`config.mk`:
```
export PLATFORM = sky130hd
export DESIGN_NAME = uart_tx_ctrl
export DESIGN_NICKNAME = d
export VERILOG_FILES = /design/src/rtl/uart_pkg.sv /design/src/rtl/uart_baud_gen.sv /design/src/rtl/uart_tx_ctrl.sv
export SDC_FILE = /design/constraint.sdc
export NUM_CORES = 1
export LEC_CHECK = 0
export ABC_CLOCK_PERIOD_IN_PS = 2950
export CAP_MARGIN = 20
export CELL_PAD_IN_SITES_DETAIL_PLACEMENT = 0
export CELL_PAD_IN_SITES_GLOBAL_PLACEMENT = 1
export CORE_MARGIN = 5
export CORE_UTILIZATION = 39
export CTS_CLUSTER_SIZE = 20
export DETAILED_ROUTE_END_ITERATION = 10
export PLACE_DENSITY_LB_ADDON = 0.1
export SYNTH_ARGS = -nofsm -noshare
export SYNTH_HDL_FRONTEND = slang
export SYNTH_SLANG_ARGS = --single-unit
```
`constraint.sdc`:
```
create_clock -name apb_clk_in -period 2.95 [get_ports apb_clk_in]
set_input_delay 0.7375 -clock apb_clk_in [delete_from_list [all_inputs] [get_ports apb_clk_in]]
set_output_delay 0.7375 -clock apb_clk_in [all_outputs]
set_load 0.02 [all_outputs]
```
`src/rtl/uart_pkg.sv`:
```
`default_nettype none
// +----------------------------------------------------------------------------+
// | uart_pkg : state encodings, word-length/oversampling constants and parity  |
// | Rev 1.0                                                                    |
// +----------------------------------------------------------------------------+
package uart_pkg;

    typedef enum logic [4:0] {
        ST_IDLE   = 5'b00001,
        ST_START  = 5'b00010,
        ST_DATA   = 5'b00100,
        ST_PARITY = 5'b01000,
        ST_STOP   = 5'b10000
    } uart_state_e;

    localparam logic [1:0] WLS_5 = 2'b00;
    localparam logic [1:0] WLS_6 = 2'b01;
    localparam logic [1:0] WLS_7 = 2'b10;
    localparam logic [1:0] WLS_8 = 2'b11;

    localparam logic [4:0] OS_16 = 5'd16;
    localparam logic [4:0] OS_13 = 5'd13;

    typedef struct packed {
        logic [7:0] data;
        logic [1:0] wls;
        logic       stb;
        logic       pen;
        logic       par;
    } uart_frame_t;

    function automatic logic [7:0] uart_word_mask(input logic [1:0] wls);
        logic [7:0] mask;
        case (wls)
            WLS_5:   mask = 8'h1F;
            WLS_6:   mask = 8'h3F;
            WLS_7:   mask = 8'h7F;
            default: mask = 8'hFF;
        endcase
        return mask;
    endfunction

    // Even parity makes the total count of ones (data + parity) even.
    function automatic logic uart_parity(input logic [7:0] data, input logic [1:0] wls,
                                         input logic eps, input logic sp);
        logic [7:0] masked;
        masked = data & uart_word_mask(wls);
        if (sp)
            return ~eps;
        else if (eps)
            return ^masked;
        else
            return ~^masked;
    endfunction

endpackage
`default_nettype wire

```
`src/rtl/uart_baud_gen.sv`:
```
`default_nettype none
// +----------------------------------------------------------------------------+
// | uart_baud_gen : divisor prescaler plus oversampling counter -> bit timing  |
// | Rev 1.0                                                                    |
// +----------------------------------------------------------------------------+
module uart_baud_gen
    import uart_pkg::*;
#(
    parameter int DLR_WIDTH = 16
) (
    input  logic                 clk,
    input  logic                 rst_n,
    input  logic [DLR_WIDTH-1:0] dlr,
    input  logic                 osm,
    input  logic                 clr,
    input  logic                 half_sel,
    output logic                 sample_tick,
    output logic                 bit_done
);

    localparam logic [DLR_WIDTH-1:0] DLR_ONE = {{(DLR_WIDTH-1){1'b0}}, 1'b1};

    logic [DLR_WIDTH-1:0] presc_q, presc_d;
    logic [3:0]           samp_q, samp_d;
    logic [4:0]           os_full;
    logic [4:0]           os_last;
    logic                 run;

    always_comb begin
        run         = (dlr != '0);
        os_full     = osm ? OS_13 : OS_16;
        os_last     = (half_sel ? (os_full >> 1) : os_full) - 5'd1;
        // >= keeps the prescaler from running away if dlr shrinks mid-count
        sample_tick = run && (presc_q >= (dlr - DLR_ONE));
        bit_done    = sample_tick && ({1'b0, samp_q} == os_last);

        presc_d = presc_q;
        samp_d  = samp_q;
        if (clr) begin
            presc_d = '0;
            samp_d  = '0;
        end else if (sample_tick) begin
            presc_d = '0;
            samp_d  = bit_done ? 4'd0 : samp_q + 4'd1;
        end else if (run) begin
            presc_d = presc_q + DLR_ONE;
        end
    end

    always_ff @(posedge clk or negedge rst_n) begin
        if (!rst_n) begin
            presc_q <= '0;
            samp_q  <= '0;
        end else begin
            presc_q <= presc_d;
            samp_q  <= samp_d;
        end
    end

endmodule
`default_nettype wire

```
`src/rtl/uart_tx_ctrl.sv`:
```
`default_nettype none
// +----------------------------------------------------------------------------+
// | uart_tx_ctrl : pops TX FIFO bytes, frames them and drives TXD              |
// | Rev 1.0                                                                    |
// +----------------------------------------------------------------------------+
module uart_tx_ctrl
    import uart_pkg::*;
#(
    parameter int DLR_WIDTH = 16
) (
    input  logic                 apb_clk_in,
    input  logic                 apb_rstn_in,
    input  logic                 utrst_in,
    input  logic [DLR_WIDTH-1:0] dlr_in,
    input  logic                 osm_in,
    input  logic [1:0]           wls_in,
    input  logic                 stb_in,
    input  logic                 pen_in,
    input  logic                 eps_in,
    input  logic                 sp_in,
    input  logic                 bc_in,
    input  logic [7:0]           txf_data_in,
    input  logic                 txf_empty_in,
    output logic                 txf_pop_out,
    output logic                 txd_out,
    output logic                 busy_out,
    output logic                 temt_out
);

    uart_state_e state_q, state_d;
    uart_frame_t frame_q, frame_d;
    logic [2:0]  bit_idx_q, bit_idx_d;
    logic        stop2_q, stop2_d;
    logic        pop_q, pop_d;
    logic        txd_q, txd_d;

    logic        pop_ok;
    logic        baud_clr;
    logic        half_sel;
    logic        baud_tick;
    logic        baud_done;
    logic        bit_end;
    logic [2:0]  last_bit;

    uart_baud_gen #(
        .DLR_WIDTH (DLR_WIDTH)
    ) u_baud (
        .clk         (apb_clk_in),
        .rst_n       (apb_rstn_in),
        .dlr         (dlr_in),
        .osm         (osm_in),
        .clr         (baud_clr),
        .half_sel    (half_sel),
        .sample_tick (baud_tick),
        .bit_done    (baud_done)
    );

    assign bit_end  = baud_done & baud_tick;
    assign last_bit = {1'b0, frame_q.wls} + 3'd4;
    // Second stop bit is a half bit only for 5-bit words.
    assign half_sel = (state_q == ST_STOP) & stop2_q & (frame_q.wls == WLS_5);
    assign pop_ok   = utrst_in & ~txf_empty_in & (dlr_in != '0) & ~pop_q;
    assign baud_clr = ~utrst_in | (state_q == ST_IDLE) | (state_d != state_q);

    always_comb begin
        state_d   = state_q;
        frame_d   = frame_q;
        bit_idx_d = bit_idx_q;
        stop2_d   = stop2_q;
        pop_d     = 1'b0;

        case (state_q)
            ST_IDLE: begin
                if (pop_q)
                    state_d = ST_START;
                else if (pop_ok)
                    pop_d = 1'b1;
            end
            ST_START: begin
                if (bit_end) begin
                    state_d   = ST_DATA;
                    bit_idx_d = 3'd0;
                end
            end
            ST_DATA: begin
                if (bit_end) begin
                    if (bit_idx_q == last_bit) begin
                        state_d = frame_q.pen ? ST_PARITY : ST_STOP;
                        stop2_d = 1'b0;
                    end else begin
                        bit_idx_d = bit_idx_q + 3'd1;
                    end
                end
            end
            ST_PARITY: begin
                if (bit_end) begin
                    state_d = ST_STOP;
                    stop2_d = 1'b0;
                end
            end
            ST_STOP: begin
                if (bit_end) begin
                    if (frame_q.stb && !stop2_q) begin
                        stop2_d = 1'b1;
                    end else begin
                        state_d = ST_IDLE;
                        stop2_d = 1'b0;
                        pop_d   = pop_ok;
                    end
                end
            end
            default: state_d = ST_IDLE;
        endcase

        if (!utrst_in) begin
            state_d   = ST_IDLE;
            bit_idx_d = 3'd0;
            stop2_d   = 1'b0;
            pop_d     = 1'b0;
        end

        // Frame shadow is loaded on the pop edge so later config writes cannot disturb it.
        if (pop_d) begin
            frame_d.data = txf_data_in;
            frame_d.wls  = wls_in;
            frame_d.stb  = stb_in;
            frame_d.pen  = pen_in;
            frame_d.par  = uart_parity(txf_data_in, wls_in, eps_in, sp_in);
        end

        case (state_d)
            ST_START:  txd_d = 1'b0;
            ST_DATA:   txd_d = frame_d.data[bit_idx_d];
            ST_PARITY: txd_d = frame_d.par;
            default:   txd_d = 1'b1;
        endcase
    end

    always_ff @(posedge apb_clk_in or negedge apb_rstn_in) begin
        if (!apb_rstn_in) begin
            state_q   <= ST_IDLE;
            frame_q   <= '0;
            bit_idx_q <= 3'd0;
            stop2_q   <= 1'b0;
            pop_q     <= 1'b0;
            txd_q     <= 1'b1;
        end else begin
            state_q   <= state_d;
            frame_q   <= frame_d;
            bit_idx_q <= bit_idx_d;
            stop2_q   <= stop2_d;
            pop_q     <= pop_d;
            txd_q     <= txd_d;
        end
    end

    assign txf_pop_out = pop_q;
    assign txd_out     = txd_q & ~bc_in;
    assign busy_out    = (state_q != ST_IDLE);
    assign temt_out    = (state_q == ST_IDLE) & txf_empty_in;

endmodule
`default_nettype wire
```
==> reports/metrics.cfg <==
[setup_path]
worstPathCellList = buf_8 > nor3_4 > nand2b_4 > nor2_4 > nand2_2 > or2_4 > buf_6 > nor3_4 > xnor2_2 > ha_1 > nand4_1 > a211oi_2 > a32oi_2 > a211o_1 > a21boi_2 > buf_6 > mux2_4 > mux4_2 > nor3_2 > a211oi_2
reg2regPathDepth = 11
cp_max_fo = 6
worstSetupPathType = in2reg
crit_family = simple AND/OR/NAND/NOR gates
critPathSlowestCell = mux4_2
required_ps = 3190
r2r-start = u_baud.presc_q[13]
worst_setup_path_start_kind = primary input
arrival_ps = 4430
worstReg2RegEnd = txd_q
worst-path-stages = 20
cp-end-kind = register
ff2ff_setup_slack_ps = -60
slowest_delay_ps = 480
path_buf_inv = 3

[yosys]
syn_area_per_cell_um2 = 8.961
synthArstFlopShare_pct = 100.0
syn_nets = 415
ys.warnings.count = 0
ys_dominant_reg_cell = dfrtp_1
ys_ff_latch = 44
synth-edff-count = 0
synth-seq-area-share_pct = 34.40
synth_cell_type_count = 52
syn_inst = 358
syn_area_um2 = 3208

[placement]
place.port_buffers = 39
dpl-instance-area_um2 = 4262
hpwl_mm = 6.741
gp_congestion = 0.7920

[drt]
ant_nets = 0
drc = 0
initialDrtViolationCount = 136
vias = 3040
wl_per_cell_um = 15.21
wl_mm = 8.885
vias_per_cell = 5.205
dr.pass1.iters = 7

[sta]
finalHoldViolations = 0
fmax_mhz = 238.7
max_slew_margin_pct = 50.51
post-route-min-period_ps = 4189
finalCritPeriodShare_pct = 142.0
setup_viol = 44
timing.hold.ws_ps = 484.8
setup_tns_ps = -36820
worstMarginPinSlew_ps = 742.4
rsz0062_at_grt = true
finClkSkew_ps = 8.404
finalMaxSlewViolations = 0
setup_ws_ps = -1239

[cts]
cts-root-buf = clkbuf_8
cts_buffer_depth = 2
clock_latency_ps = 310
cts_buffers = 5
clkTransAtPathRegs_ps = 100
cts_tree = yes
cts_sinks = 44
htree_levels = 2

[run_status]
violations = negative setup slack
status = finished, violations left

[layout]
finalInstanceArea_um2 = 4756
drive_above_1_share_pct = 35.49
syn_to_final_growth_pct = 48.24
nFillCells = 742
nets = 535
num_antenna_cells = 0

[global_routing]
grt_max_degree = 32
grt_pass1_vias = 3079
grt_overflow = 0
grt_pass1_wl_mm = 14.86
grt_util_all_layers_pct = 18.40
antenna_found_initial = 0

[floorplanning]
initial_core_util_pct = 39.44
die_width_um = 100.7
num_rows = 33
dieArea_um2 = 10140
coreArea_um2 = 8134
ioPinCount = 40
die_h_um = 100.7

[power]
power_uw = 1586
ir_worst_vdd_uv = 286.8
leakage_uw = 0.002107
power.density_nw_per_um2 = 333.4

[hold_path]
hold_class = in2async

[job]
max_cap_violations = 0

[stage by stage]
step / utilization [%] / setup WS (ps) / cells
6_report: 58.47 / -1239 / 584
5_1_grt: 58.47 / -1415 / 584
4_1_cts: 57.25 / -1305 / 580
3_5_place_dp: 52.39 / -1963 / 558
3_3_place_gp: 52.39 / -1841 / 558
2_1_floorplan: - / -1388 / 358
[cells in the final DEF, fill, tap and decap left out, types with 8 or more instances in the layout]
cell type,instances
a21oi_1,12
a21oi_2,8
and3_1,9
buf_4,67
buf_6,15
clkdlybuf4s50_1,28
dfrtp_1,42
ha_1,21
inv_1,11
mux2_2,9
nand2_1,28
nand3_1,10
nor2_1,27
nor2_2,11
nor2b_1,9
o21ai_0,13
xnor2_1,20
xor2_1,14
[how the worst max path moves through the flow]
stage,from,slack (ps),to
floorplan,dlr_in[2],-1390,txd_q
global placement,dlr_in[2],-1840,txd_q
detailed placement,dlr_in[2],-1960,txd_q
CTS,dlr_in[4],-1300,txd_q
global route,dlr_in[3],-1420,txd_q
finish,dlr_in[3],-1240,txd_q
[kinds of logic after synthesis]
logic type | Yosys count | synth area share [%]
AOI/OAI and AO/OA | 69 | 14.16
DFF | 44 | 34.40
buffers and inverters | 22 | 2.925
adders and majority gates | 21 | 8.190
muxes | 18 | 6.981
xor gates and xnor gates | 35 | 9.556
and+or+nand+nor | 149 | 23.79
[Yosys cell counts, types with 7 or more instances]
cell	n	area, um2
xor2_1	14	122.6
nor2_1	40	150.1
and2_1	7	43.79
nor2b_1	9	56.30
o21ai_0	15	75.07
dfrtp_1	42	1051
nor3_1	10	50.05
nand2_1	32	120.1
ha_1	21	262.8
inv_1	13	48.80
mux2_2	9	101.4
a31oi_1	7	43.79
a21oi_1	20	100.1
nand3_1	10	50.05
xnor2_1	21	183.9
and3_1	9	56.30
[routing by layer]
metal	part of all wire, %	GRT usage (%)	vias up	wire [um]
met5	0	0	-	0
met4	0.61	3.834	0	54
met3	3.3	3.183	4	295
met2	47	29.52	45	4193
met1	49	26.01	1475	4341
li1	-	-	1516	-
[cell type report]
class / instances / area (um2) / share of cell area (%)
clock buffers: 5 / 68.82 / 1.447
clock inverters: 3 / 46.29 / 0.9734
inverters: 13 / 48.80 / 1.026
multi-input cells: 293 / 2310 / 48.57
flip-flops and latches: 44 / 1104 / 23.20
well taps: 105 / 131.4 / 2.762
repair buffers: 121 / 1047 / 22.02
[power by group]
| part | total, uW | internal (uW) | switching, uW |
|---|---|---|---|
| registers | 696 | 662 | 34.2 |
| logic | 394 | 226 | 168 |
| clock network | 496 | 256 | 240 |
| total | 1590 | 1140 | 442 |
[state kept, by name, summed over array words and instances (netlist names)]
| signal | count |
|---|---|
| stop2_q | 1 |
| txf_pop_out | 1 |
| u_baud.presc_q | 16 |
| state_q | 5 |
| bit_idx_q | 3 |
| u_baud.samp_q | 4 |
| frame_q | 13 |
| txd_q | 1 |
[what timing repair did]
item | CTS | global route
gates cloned | 1 | 0
buffers inserted | 13 | 7
pin swaps | 28 | 24
gates resized for setup | 69 | 25
setup endpoints to repair | 44 | 44
hold buffers | 0 | 0
(Power assumes the default switching activity.)
